**config.mk**
```make
export PLATFORM = sky130hd
export DESIGN_NAME = mb_bus_cycle_sequencer
export DESIGN_NICKNAME = d
export VERILOG_FILES = /design/src/rtl/mb_bus_pkg.sv /design/src/rtl/mb_sync_chain.sv /design/src/rtl/mb_bus_cycle_sequencer.sv
export SDC_FILE = /design/constraint.sdc
export NUM_CORES = 1
export LEC_CHECK = 0
export BUFFER_PORTS_ARGS = -buffer_cell sky130_fd_sc_hd__buf_4
export CAP_MARGIN = 15
export CORE_MARGIN = 3
export CORE_UTILIZATION = 50
export CTS_BUF_LIST = sky130_fd_sc_hd__clkbuf_4
export DETAILED_ROUTE_END_ITERATION = 10
export HOLD_SLACK_MARGIN = 0.15
export PLACE_DENSITY = 0.73
export RECOVER_POWER = 50
export SKIP_LAST_GASP = 1
export SLEW_MARGIN = 20
export SYNTH_ARGS = -nofsm -noshare
export SYNTH_HDL_FRONTEND = slang
export SYNTH_SLANG_ARGS = --single-unit
```
**constraint.sdc**
```tcl
create_clock -name MB_CLK -period 2.2 [get_ports MB_CLK]
set_input_delay 0.44 -clock MB_CLK [delete_from_list [all_inputs] [get_ports MB_CLK]]
set_output_delay 0.44 -clock MB_CLK [all_outputs]
set_load 0.01 [all_outputs]
```
**src/rtl/mb_bus_pkg.sv**
```systemverilog
// Shared types and constants for the motherboard bus cycle sequencer.
package mb_bus_pkg;
  typedef enum logic [2:0] {IDLE, ASSERT, WAIT, DONE, BERR} mb_state_t;
  localparam int unsigned MB_TIMEOUT_W = 9;
  localparam logic STROBE_OFF = 1'b1;
endpackage

```
**src/rtl/mb_sync_chain.sv**
```systemverilog
// Resettable multi-flop synchroniser for an active-low CPU strobe; resets to the inactive level.
module mb_sync_chain
  import mb_bus_pkg::*;
#(
  parameter int unsigned STAGES = 2
) (
  input  logic clk,
  input  logic rst,
  input  logic d,
  output logic q
);
  logic [STAGES-1:0] stage;

  always_ff @(posedge clk) begin
    if (rst) stage <= {STAGES{STROBE_OFF}};
    else     stage <= {stage[STAGES-2:0], d};
  end

  assign q = stage[STAGES-1];
endmodule

```
**src/rtl/mb_bus_cycle_sequencer.sv**
```systemverilog
// Converts an accelerator CPU cycle into a 68000-timed motherboard bus cycle.
// Optional bus-error timeout in WAIT is compiled in with MB_BERR_TIMEOUT_EN.
module mb_bus_cycle_sequencer
  import mb_bus_pkg::*;
#(
  parameter int unsigned SYNC_STAGES    = 2,
  parameter int unsigned TIMEOUT_CYCLES = 256,
  parameter int unsigned WR_DS_DELAY    = 1
) (
  input  logic MB_CLK,
  input  logic RESET,
  input  logic CPU_AS,
  input  logic CPU_UDS,
  input  logic CPU_LDS,
  input  logic CPU_RW,
  input  logic MB_SEL,
  input  logic MB_DTACK,
  input  logic MC6800_DTACK,
  output logic MB_AS,
  output logic MB_UDS,
  output logic MB_LDS,
  output logic CPU_DTACK,
  output logic CPU_BERR,
  output logic CYCLE_ACTIVE
);
  localparam int unsigned DLY_LAST  = (WR_DS_DELAY > 0) ? WR_DS_DELAY - 1 : 0;
  localparam bit          WR_DS_NOW = (WR_DS_DELAY == 0);

  if (SYNC_STAGES < 2 || SYNC_STAGES > 3 || WR_DS_DELAY > 2 ||
      TIMEOUT_CYCLES < 2 || TIMEOUT_CYCLES > (1 << MB_TIMEOUT_W)) begin : g_bad_params
    $error("mb_bus_cycle_sequencer: parameter out of range");
  end

  mb_state_t  state;
  logic       as_s, uds_s, lds_s;
  logic [1:0] dly_cnt;
  logic       ds_pending;
`ifdef MB_BERR_TIMEOUT_EN
  logic [MB_TIMEOUT_W-1:0] wait_cnt;
`endif

  mb_sync_chain #(.STAGES(SYNC_STAGES)) u_sync_as  (.clk(MB_CLK), .rst(RESET), .d(CPU_AS),  .q(as_s));
  mb_sync_chain #(.STAGES(SYNC_STAGES)) u_sync_uds (.clk(MB_CLK), .rst(RESET), .d(CPU_UDS), .q(uds_s));
  mb_sync_chain #(.STAGES(SYNC_STAGES)) u_sync_lds (.clk(MB_CLK), .rst(RESET), .d(CPU_LDS), .q(lds_s));

  always_ff @(posedge MB_CLK) begin
    if (RESET) begin
      state        <= IDLE;
      MB_AS        <= STROBE_OFF;
      MB_UDS       <= STROBE_OFF;
      MB_LDS       <= STROBE_OFF;
      CPU_DTACK    <= STROBE_OFF;
      CYCLE_ACTIVE <= 1'b0;
      dly_cnt      <= '0;
      ds_pending   <= 1'b0;
`ifdef MB_BERR_TIMEOUT_EN
      CPU_BERR     <= STROBE_OFF;
      wait_cnt     <= '0;
`endif
    end else if (state != IDLE && as_s) begin
      // Abort from ASSERT/WAIT and normal release from DONE/BERR share one exit path.
      state        <= IDLE;
      MB_AS        <= STROBE_OFF;
      MB_UDS       <= STROBE_OFF;
      MB_LDS       <= STROBE_OFF;
      CPU_DTACK    <= STROBE_OFF;
      CYCLE_ACTIVE <= 1'b0;
      ds_pending   <= 1'b0;
`ifdef MB_BERR_TIMEOUT_EN
      CPU_BERR     <= STROBE_OFF;
`endif
    end else begin
      case (state)
        IDLE: begin
          if (!as_s && MB_SEL) begin
            state        <= ASSERT;
            MB_AS        <= 1'b0;
            CYCLE_ACTIVE <= 1'b1;
            dly_cnt      <= '0;
            if (CPU_RW || WR_DS_NOW) begin
              MB_UDS     <= uds_s;
              MB_LDS     <= lds_s;
              ds_pending <= 1'b0;
            end else begin
              ds_pending <= 1'b1;
            end
          end
        end
        ASSERT: begin
          if (!ds_pending || dly_cnt == 2'(DLY_LAST)) begin
            if (ds_pending) begin
              MB_UDS <= uds_s;
              MB_LDS <= lds_s;
            end
            ds_pending <= 1'b0;
            state      <= WAIT;
`ifdef MB_BERR_TIMEOUT_EN
            wait_cnt   <= '0;
`endif
          end else begin
            dly_cnt <= dly_cnt + 2'd1;
          end
        end
        WAIT: begin
          if (!MB_DTACK || !MC6800_DTACK) begin
            state     <= DONE;
            CPU_DTACK <= 1'b0;
          end
`ifdef MB_BERR_TIMEOUT_EN
          else if (wait_cnt == MB_TIMEOUT_W'(TIMEOUT_CYCLES - 1)) begin
            state    <= BERR;
            MB_AS    <= STROBE_OFF;
            MB_UDS   <= STROBE_OFF;
            MB_LDS   <= STROBE_OFF;
            CPU_BERR <= 1'b0;
          end else begin
            wait_cnt <= wait_cnt + MB_TIMEOUT_W'(1);
          end
`endif
        end
        default: ;
      endcase
    end
  end

`ifndef MB_BERR_TIMEOUT_EN
  assign CPU_BERR = STROBE_OFF;
`endif
endmodule

```
# Word-level counts from Yosys, hierarchy flattened
# Cells that the tools add are included.
[totals]
out_inout_bits = 6
romBits = 0
mem_bits_rw = 0
n_memories = 0
input_bits = 9
wordCells = 62
latchBits = 0
ff_bits = 17
[classes]
order_cmp = 0
n_eq_ne = 8
n_bitwise = 1
multipliers = 0
mux = 21
add_sub_neg = 1
n_reduce_logical = 20
shifts = 0
div = 0
[ops]
columns = ["operator", "n"]
rows = [
  ["inequality test 2 bit (second input constant)", 6],
  ["two-way mux 1 bit", 11],
  ["two-way mux 3 bit", 3],
  ["case mux 3 bit (3 select lines)", 1],
  ["AND reduction 4 bit", 2],
  ["case mux 1 bit (2 select lines)", 3],
  ["nonzero test 3 bit", 2],
  ["AND reduction 5 bit", 1],
  ["zero test 1 bit", 4],
  ["two-way mux 2 bit", 2],
  ["case mux 2 bit (2 select lines)", 1],
  ["AND reduction 2 bit", 2],
  ["== test 3 x 1 -> 1 bit (second input constant)", 1],
  ["== test 3 x 2 -> 1 bit (second input constant)", 1],
  ["zero test 3 bit", 1],
  ["AND reduction 3 bit", 1],
  ["adder 2 x 1 -> 2 bit (second input constant)", 1],
  ["logical AND 1 bit", 2],
  ["zero test 2 bit", 1],
  ["logical OR 1 bit", 2],
  ["nonzero test 2 bit", 1],
  ["OR reduction 2 bit", 1],
  ["NOT 1 bit", 1],
]

# Longest topological paths before layout
# Gate-level depths: netlist of the first run.
[depth]
word_depth = 4
mapped_depth = 6
ltp_nobuf = 6

# By module
# Synthesis of the first run repeated with hierarchy kept, for this count alone.
[hier_totals]
hier_cells = 82
area_unflattened_um2 = 788.3
[by_module_without_submodules]
columns = ["module", "area_each_um2", "n_inst", "cells_each"]
rows = [
  ["mb_bus_cycle_sequencer", 630.6, 1, 70],
  ["mb_sync_chain", 52.6, 3, 4],
]

# Worst setup path before layout of the first run
# OpenSTA, ideal clock, no wires.
[synth_path]
kind = "register -> register"
from = "register state[0]"
to = "register dly_cnt[0]"
arrival_time_ns = 1.512
n_path_buf = 0
path_stages_with_launch = 7
slack_ns = 0.567
period_less_slack_ns = 1.633
path_cell_list = "dfxtp_1 -> inv_1 -> ha_1 -> nand3b_1 -> a221oi_1 -> nor2_1 -> mux2_2"
[synth_between]
elab_chain_cells = 4
[synth_lines]
columns = ["item", "line_no", "rtl"]
rows = [
  ["start, declared", "mb_bus_cycle_sequencer.sv:34", "mb_state_t state;"],
  ["start signal, assigned", "mb_bus_cycle_sequencer.sv:48", "state <= IDLE;"],
  ["start signal, assigned", "mb_bus_cycle_sequencer.sv:62", "state <= IDLE;"],
  ["start signal, assigned", "mb_bus_cycle_sequencer.sv:76", "state <= ASSERT;"],
  ["parallel branches: the longest is 4 deep, another holds AND reduction 4 bit", "--", ""],
  ["end signal, assigned", "mb_bus_cycle_sequencer.sv:101", "dly_cnt <= dly_cnt + 2'd1;"],
  ["end, declared", "mb_bus_cycle_sequencer.sv:36", "logic [1:0] dly_cnt;"],
]
# Parallel ways; which one is timed is not known.
# A chain may end at the register's enable or synchronous reset.

# Worst setup path in the final report of the first run
# Same ends and word-level chain as after synthesis.

==> results.cfg, run 1 <==
[grt]
overflow = 0
first_global_vias = 542
gr-usage-all-layers_pct = 15.9
antenna_found_initial = 0
grt_max_degree = 13
grt_pass1_wl_mm = 2.36

[pwr]
ir_worst_vdd_mv = 0.530
p_sw_uw = 247
p_int_uw = 487
total_power_uw = 734
p_clk_share_pct = 21.2
power-per-cell-area_nw_per_um2 = 811
p_leak_nw = 0.378
p_seq_share_pct = 45.4
swShare_pct = 33.7
comb_power_share_pct = 33.4

[floorplan]
core_um2 = 1400
initial_core_util_pct = 56.7
die_x_um = 45.8
die_h_um = 45.8
die-area_um2 = 2100
io_pins = 15
rows = 13

[clocking]
clock_path_buffers = 2
hold_buffers = 0
cts_buffers = 3
clock_latency_ns = 0.28
ctsHtreeMaxLevel = 1
cts_tree = yes
cts_resized = 0
cts.sinks = 16
path_clk_slew_ns = 0.09
cts_root_buf = clkbuf_4
post_cts_buffers = 0

[critical_path]
cp.required_ns = 2.38
startpoint_type = flip-flop
crit_end = dly_cnt[0]
r2r-start = state[0]
path_class = flip-flop to flip-flop
rr_worst_depth = 6
rr_endpoint = dly_cnt[0]
worstSetupEndpointType = flip-flop
r2r_slack_ns = 0.43
cp-startpoint = state[0]
crit_fanout = 5
arrival_ns = 1.96

[finish]
nets = 113
mostFrequentLayoutCells = dfxtp_1 (16), buf_4 (8), ha_1 (7)
mostFrequentLayoutCell = dfxtp_1
antennaDiodeCount = 0
layout-drive-gt1-share_pct = 26.0
fillers = 138
syn_to_final_growth_pct = 14.2

[drt]
first_iter_violations = 11
dr.pass1.iters = 4
drc_errors = 0
ant_nets = 0
via_per_inst = 5.36
drt_wl_total_mm = 1.39
post_drt_wl_per_cell_um = 12.5
vias = 595

[worst_hold_path]
hp-class = primary input to flip-flop
holdCritStartpoint = CPU_AS

[synthesis]
ys_ff_latch = 16
synth_area_leaders = dfxtp_1 (40%), ha_1 (11%), or2_2 (4.7%)
synth_top_area_share_pct = 40.4
yosysTopAreaCell = dfxtp_1
syn-cell-area_um2 = 793
ys_types = 32
synthFlopType = dfxtp_1
syn_inst = 81
avgSynthCellArea_um2 = 9.79
syn_nets = 97
synth_edf_count = 0
synthArstFlopShare_pct = 0
ys_seq_area_share_pct = 40.4
ys_warn_count = 0

[sta]
rsz0062_at_grt = false
fmax_mhz = 564
setup_tns_ns = 0
hold_viol_final = 0
drv_slew = 0
post-route-period-util_pct = 80.6
setup_viol = 0
skew_ns = 0.00170
min_period_ns = 1.77

[run]
cap_violations = 0

[placement]
routabilityCongestion = 0.849
place_hpwl_mm = 1.11
io_buffers = 13

[outcome]
run_status = finished, final reports clean
==> kinds of logic after synthesis <==
| kind of cell | synth area share [%] |
|---|---|
| compound gates | 14.7 |
| fa+ha+maj | 11.0 |
| buf+inv | 3.31 |
| flops | 40.4 |
| mux | 2.68 |
| other cells | 0.473 |
| simple gates | 27.4 |
==> through the flow <==
| step | cell area [um^2] | utilization, % | hold slack [ns] | setup WS, ns | std cells |
|---|---|---|---|---|---|
| after global routing | 906 | 64.8 | 0.344 | 0.291 | 111 |
| after detailed placement | 898 | 64.2 | 0.394 | 0.441 | 107 |
| final | 906 | 64.8 | 0.335 | 0.427 | 111 |
| after global placement | 898 | 64.2 | 0.391 | 0.498 | 107 |
| after floorplan | 793 | - | 0.389 | 0.567 | 81 |
| after CTS | 925 | 66.1 | 0.334 | 0.443 | 111 |
==> power groups by stage <==
stage	clock (mW)	combinational, mW	sequential, mW
finish	0.156	0.246	0.333
global placement	0	0.244	0.338
floorplan	0	0.190	0.339
CTS	0.158	0.251	0.333
detailed placement	0	0.250	0.340
global route	0.163	0.274	0.337
==> worst max-delay path: stages, from the launching register on <==
cell and delay [ns]:
dfxtp_1 0.41, inv_1 0.11, ha_1 0.29, nand3b_1 0.21, a221oi_1 0.30, nor2_1 0.09
mux2_2 0.27
==> synthesized netlist by cell type, types with 2 or more instances <==
cell type	number
a21oi_1	3
inv_1	4
o21ai_0	2
ha_1	7
nor3_1	2
nand2b_1	4
or2_2	6
nand2_1	5
nand3b_1	3
nand3_1	3
nor2_1	6
dfxtp_1	16
==> sequential cells by signal, summed over array words and instances, names as in the netlist <==
signal            flops
ds_pending            1
MB_AS                 1
u_sync_uds.stage      2
u_sync_lds.stage      2
u_sync_as.stage       2
CPU_DTACK             1
CYCLE_ACTIVE          1
state                 2
dly_cnt               2
MB_LDS                1
MB_UDS                1
==> routing by layer <==
layer / vias to the layer above / track usage (%) / share of wire (%) / wire, um
met3: 4 / 2.77 / 5.6 / 78
met1: 263 / 20.4 / 45 / 622
li1: 309 / - / - / -
met2: 19 / 25.1 / 48 / 659
met4: 0 / 8.52 / 1.8 / 25
met5: - / 0 / 0 / 0
==> layout make-up <==
class	count	area (um^2)	area share, %
clock inverters	1	3.75	0.414
repair buffers	13	78.8	8.70
well taps	15	18.8	2.07
flip-flops and latches	16	320	35.4
multi-input cells	59	447	49.3
clock buffers	3	22.5	2.49
inverters	4	15.0	1.66
==> how the worst min path moves through the flow <==
stage / endpoint / depth (start not counted) / slack, ns
6_report: u_sync_as.stage[0] / 2 / 0.33
3_5_place_dp: u_sync_as.stage[1] / 1 / 0.39
4_1_cts: u_sync_as.stage[0] / 2 / 0.33
5_1_grt: u_sync_as.stage[0] / 2 / 0.34
3_3_place_gp: u_sync_as.stage[1] / 1 / 0.39
2_1_floorplan: u_sync_as.stage[1] / 1 / 0.39
(Power assumes the default switching activity.)
==> run 2, diff against run 1 <==
==> constraint.sdc (replaced) <==
create_clock -name MB_CLK -period 1.7 [get_ports MB_CLK]
set_input_delay 0.34 -clock MB_CLK [delete_from_list [all_inputs] [get_ports MB_CLK]]
set_output_delay 0.34 -clock MB_CLK [all_outputs]
set_load 0.01 [all_outputs]
==> results.cfg, run 2 (synthesis gave the netlist of run 1 again) <==
[outcome]
run_status = finished, final reports clean

[placement]
place_hpwl_mm = 1.17
routabilityCongestion = 0.871
io_buffers = 13

[sta]
fmax_mhz = 611
hold_viol_final = 0
skew_ns = 0.00751
drv_slew = 0
setup_tns_ns = 0
min_period_ns = 1.64
rsz0062_at_grt = true
setup_viol = 0
post-route-period-util_pct = 96.2

[finish]
fillers = 131
multiInputGateArea_um2 = 474
regArea_um2 = 324
antennaDiodeCount = 0
syn_to_final_growth_pct = 23.8
mostFrequentLayoutCells = dfxtp_1 (15), buf_4 (15), nor2_1 (6), or2_2 (6)
nets = 118
layout-drive-gt1-share_pct = 38.6

[grt]
grt_pass1_wl_mm = 2.59
overflow = 0
antenna_found_initial = 0
gr-usage-all-layers_pct = 16.9
grt_max_degree = 13
first_global_vias = 626

[drt]
drt_wl_total_mm = 1.47
vias = 623
post_drt_wl_per_cell_um = 12.7
ant_nets = 0
first_iter_violations = 13
drc_errors = 0
via_per_inst = 5.37
dr.pass1.iters = 4

[pwr]
p_leak_nw = 0.408
p_int_uw = 703
p_clk_share_pct = 18.9
comb_power_share_pct = 39.4
total_power_mw = 1.05
power-per-cell-area_nw_per_um2 = 1070
ir_worst_vdd_mv = 0.670
swShare_pct = 32.8
p_sw_uw = 344
p_seq_share_pct = 41.7

[critical_path]
cp.required_ns = 1.88
cp-startpoint = state[1]
r2r-start = state[1]
path_class = flip-flop to flip-flop
arrival_ns = 1.82
worstSetupEndpointType = flip-flop
crit_fanout = 5
startpoint_type = flip-flop

[clocking]
cts_root_buf = clkbuf_4
clock_path_buffers = 2
cts_tree = yes
cts_buffers = 3
ctsHtreeMaxLevel = 1
clock_latency_ns = 0.28
post_cts_buffers = 0
cts.sinks = 16
path_clk_slew_ns = 0.09
hold_buffers = 0

[floorplan]
io_pins = 15
core_um2 = 1400
die_h_um = 45.8
die_x_um = 45.8
initial_core_util_pct = 56.7
rows = 13
die-area_um2 = 2100

[worst_hold_path]
holdCritStartpoint = CPU_UDS
hp-class = primary input to flip-flop

[run]
cap_violations = 0
run 2: cell count changes in the layout (fill, tap and decap cells not counted), moves of 2 or more:
cell,before,now
ha_1,7,5
buf_4,8,15
ha_2,0,2
clkbuf_1,5,3
run 2: final timing paths:
kind,slack (ns),cells past startpoint,end
hold reg to reg,0.41,1,u_sync_uds.stage[1]
hold / removal,0.24,2,u_sync_uds.stage[0]
setup reg to reg,0.06,6,dly_cnt[0]
setup / recovery,0.06,6,dly_cnt[0]
run 2: routing by layer:
| metal | track usage (%) | vias to the layer above | routed length (um) |
|---|---|---|---|
| met5 | 0 | - | 0 |
| met4 | 4.55 | 0 | 21 |
| met3 | 4.74 | 2 | 60 |
| met2 | 28.7 | 13 | 727 |
| met1 | 20.9 | 290 | 661 |
| li1 | - | 318 | - |
run 2: final cells by class:
class | instances | share of cell area [%]
flip-flops and latches | 16 | 33.0
multi-input cells | 59 | 48.3
repair buffers | 18 | 12.6
clock inverters | 1 | 0.382
inverters | 4 | 1.53
well taps | 15 | 1.91
clock buffers | 3 | 2.29
run 2: worst max-delay path, stage by stage, from the launching register on:
cell and delay [ns]:
dfxtp_1 0.33, inv_1 0.14, ha_2 0.25, mux2i_2 0.26, o21ai_0 0.10, and3b_2 0.21
mux2_2 0.25
run 2: timing repair:
item                                    CTS  global route
resized for setup                         1             7
endpoints found under the setup margin    1             5
hold endpoints to repair                  0             0
cloned                                    0             0
pin swaps                                 0             2
run 2: power groups by stage:
stage	combinational (mW)	sequential [mW]	clock [mW]
3_5_place_dp	0.390	0.441	0
3_3_place_gp	0.379	0.438	0
4_1_cts	0.391	0.434	0.207
2_1_floorplan	0.246	0.438	0
5_1_grt	0.460	0.443	0.218
6_report	0.412	0.437	0.198
run 2: per-stage QoR:
step	std cells	utilization (%)	instance area [um^2]	hold slack [ns]	setup slack (ns)
2_1_floorplan	81	-	793	0.389	0.0672
3_3_place_gp	112	66.9	936	0.392	0.0621
4_1_cts	116	68.9	963	0.231	0.0301
6_report	116	70.2	982	0.243	0.0640
5_1_grt	116	70.2	982	0.234	-0.0486
3_5_place_dp	112	66.9	936	0.394	-0.0285
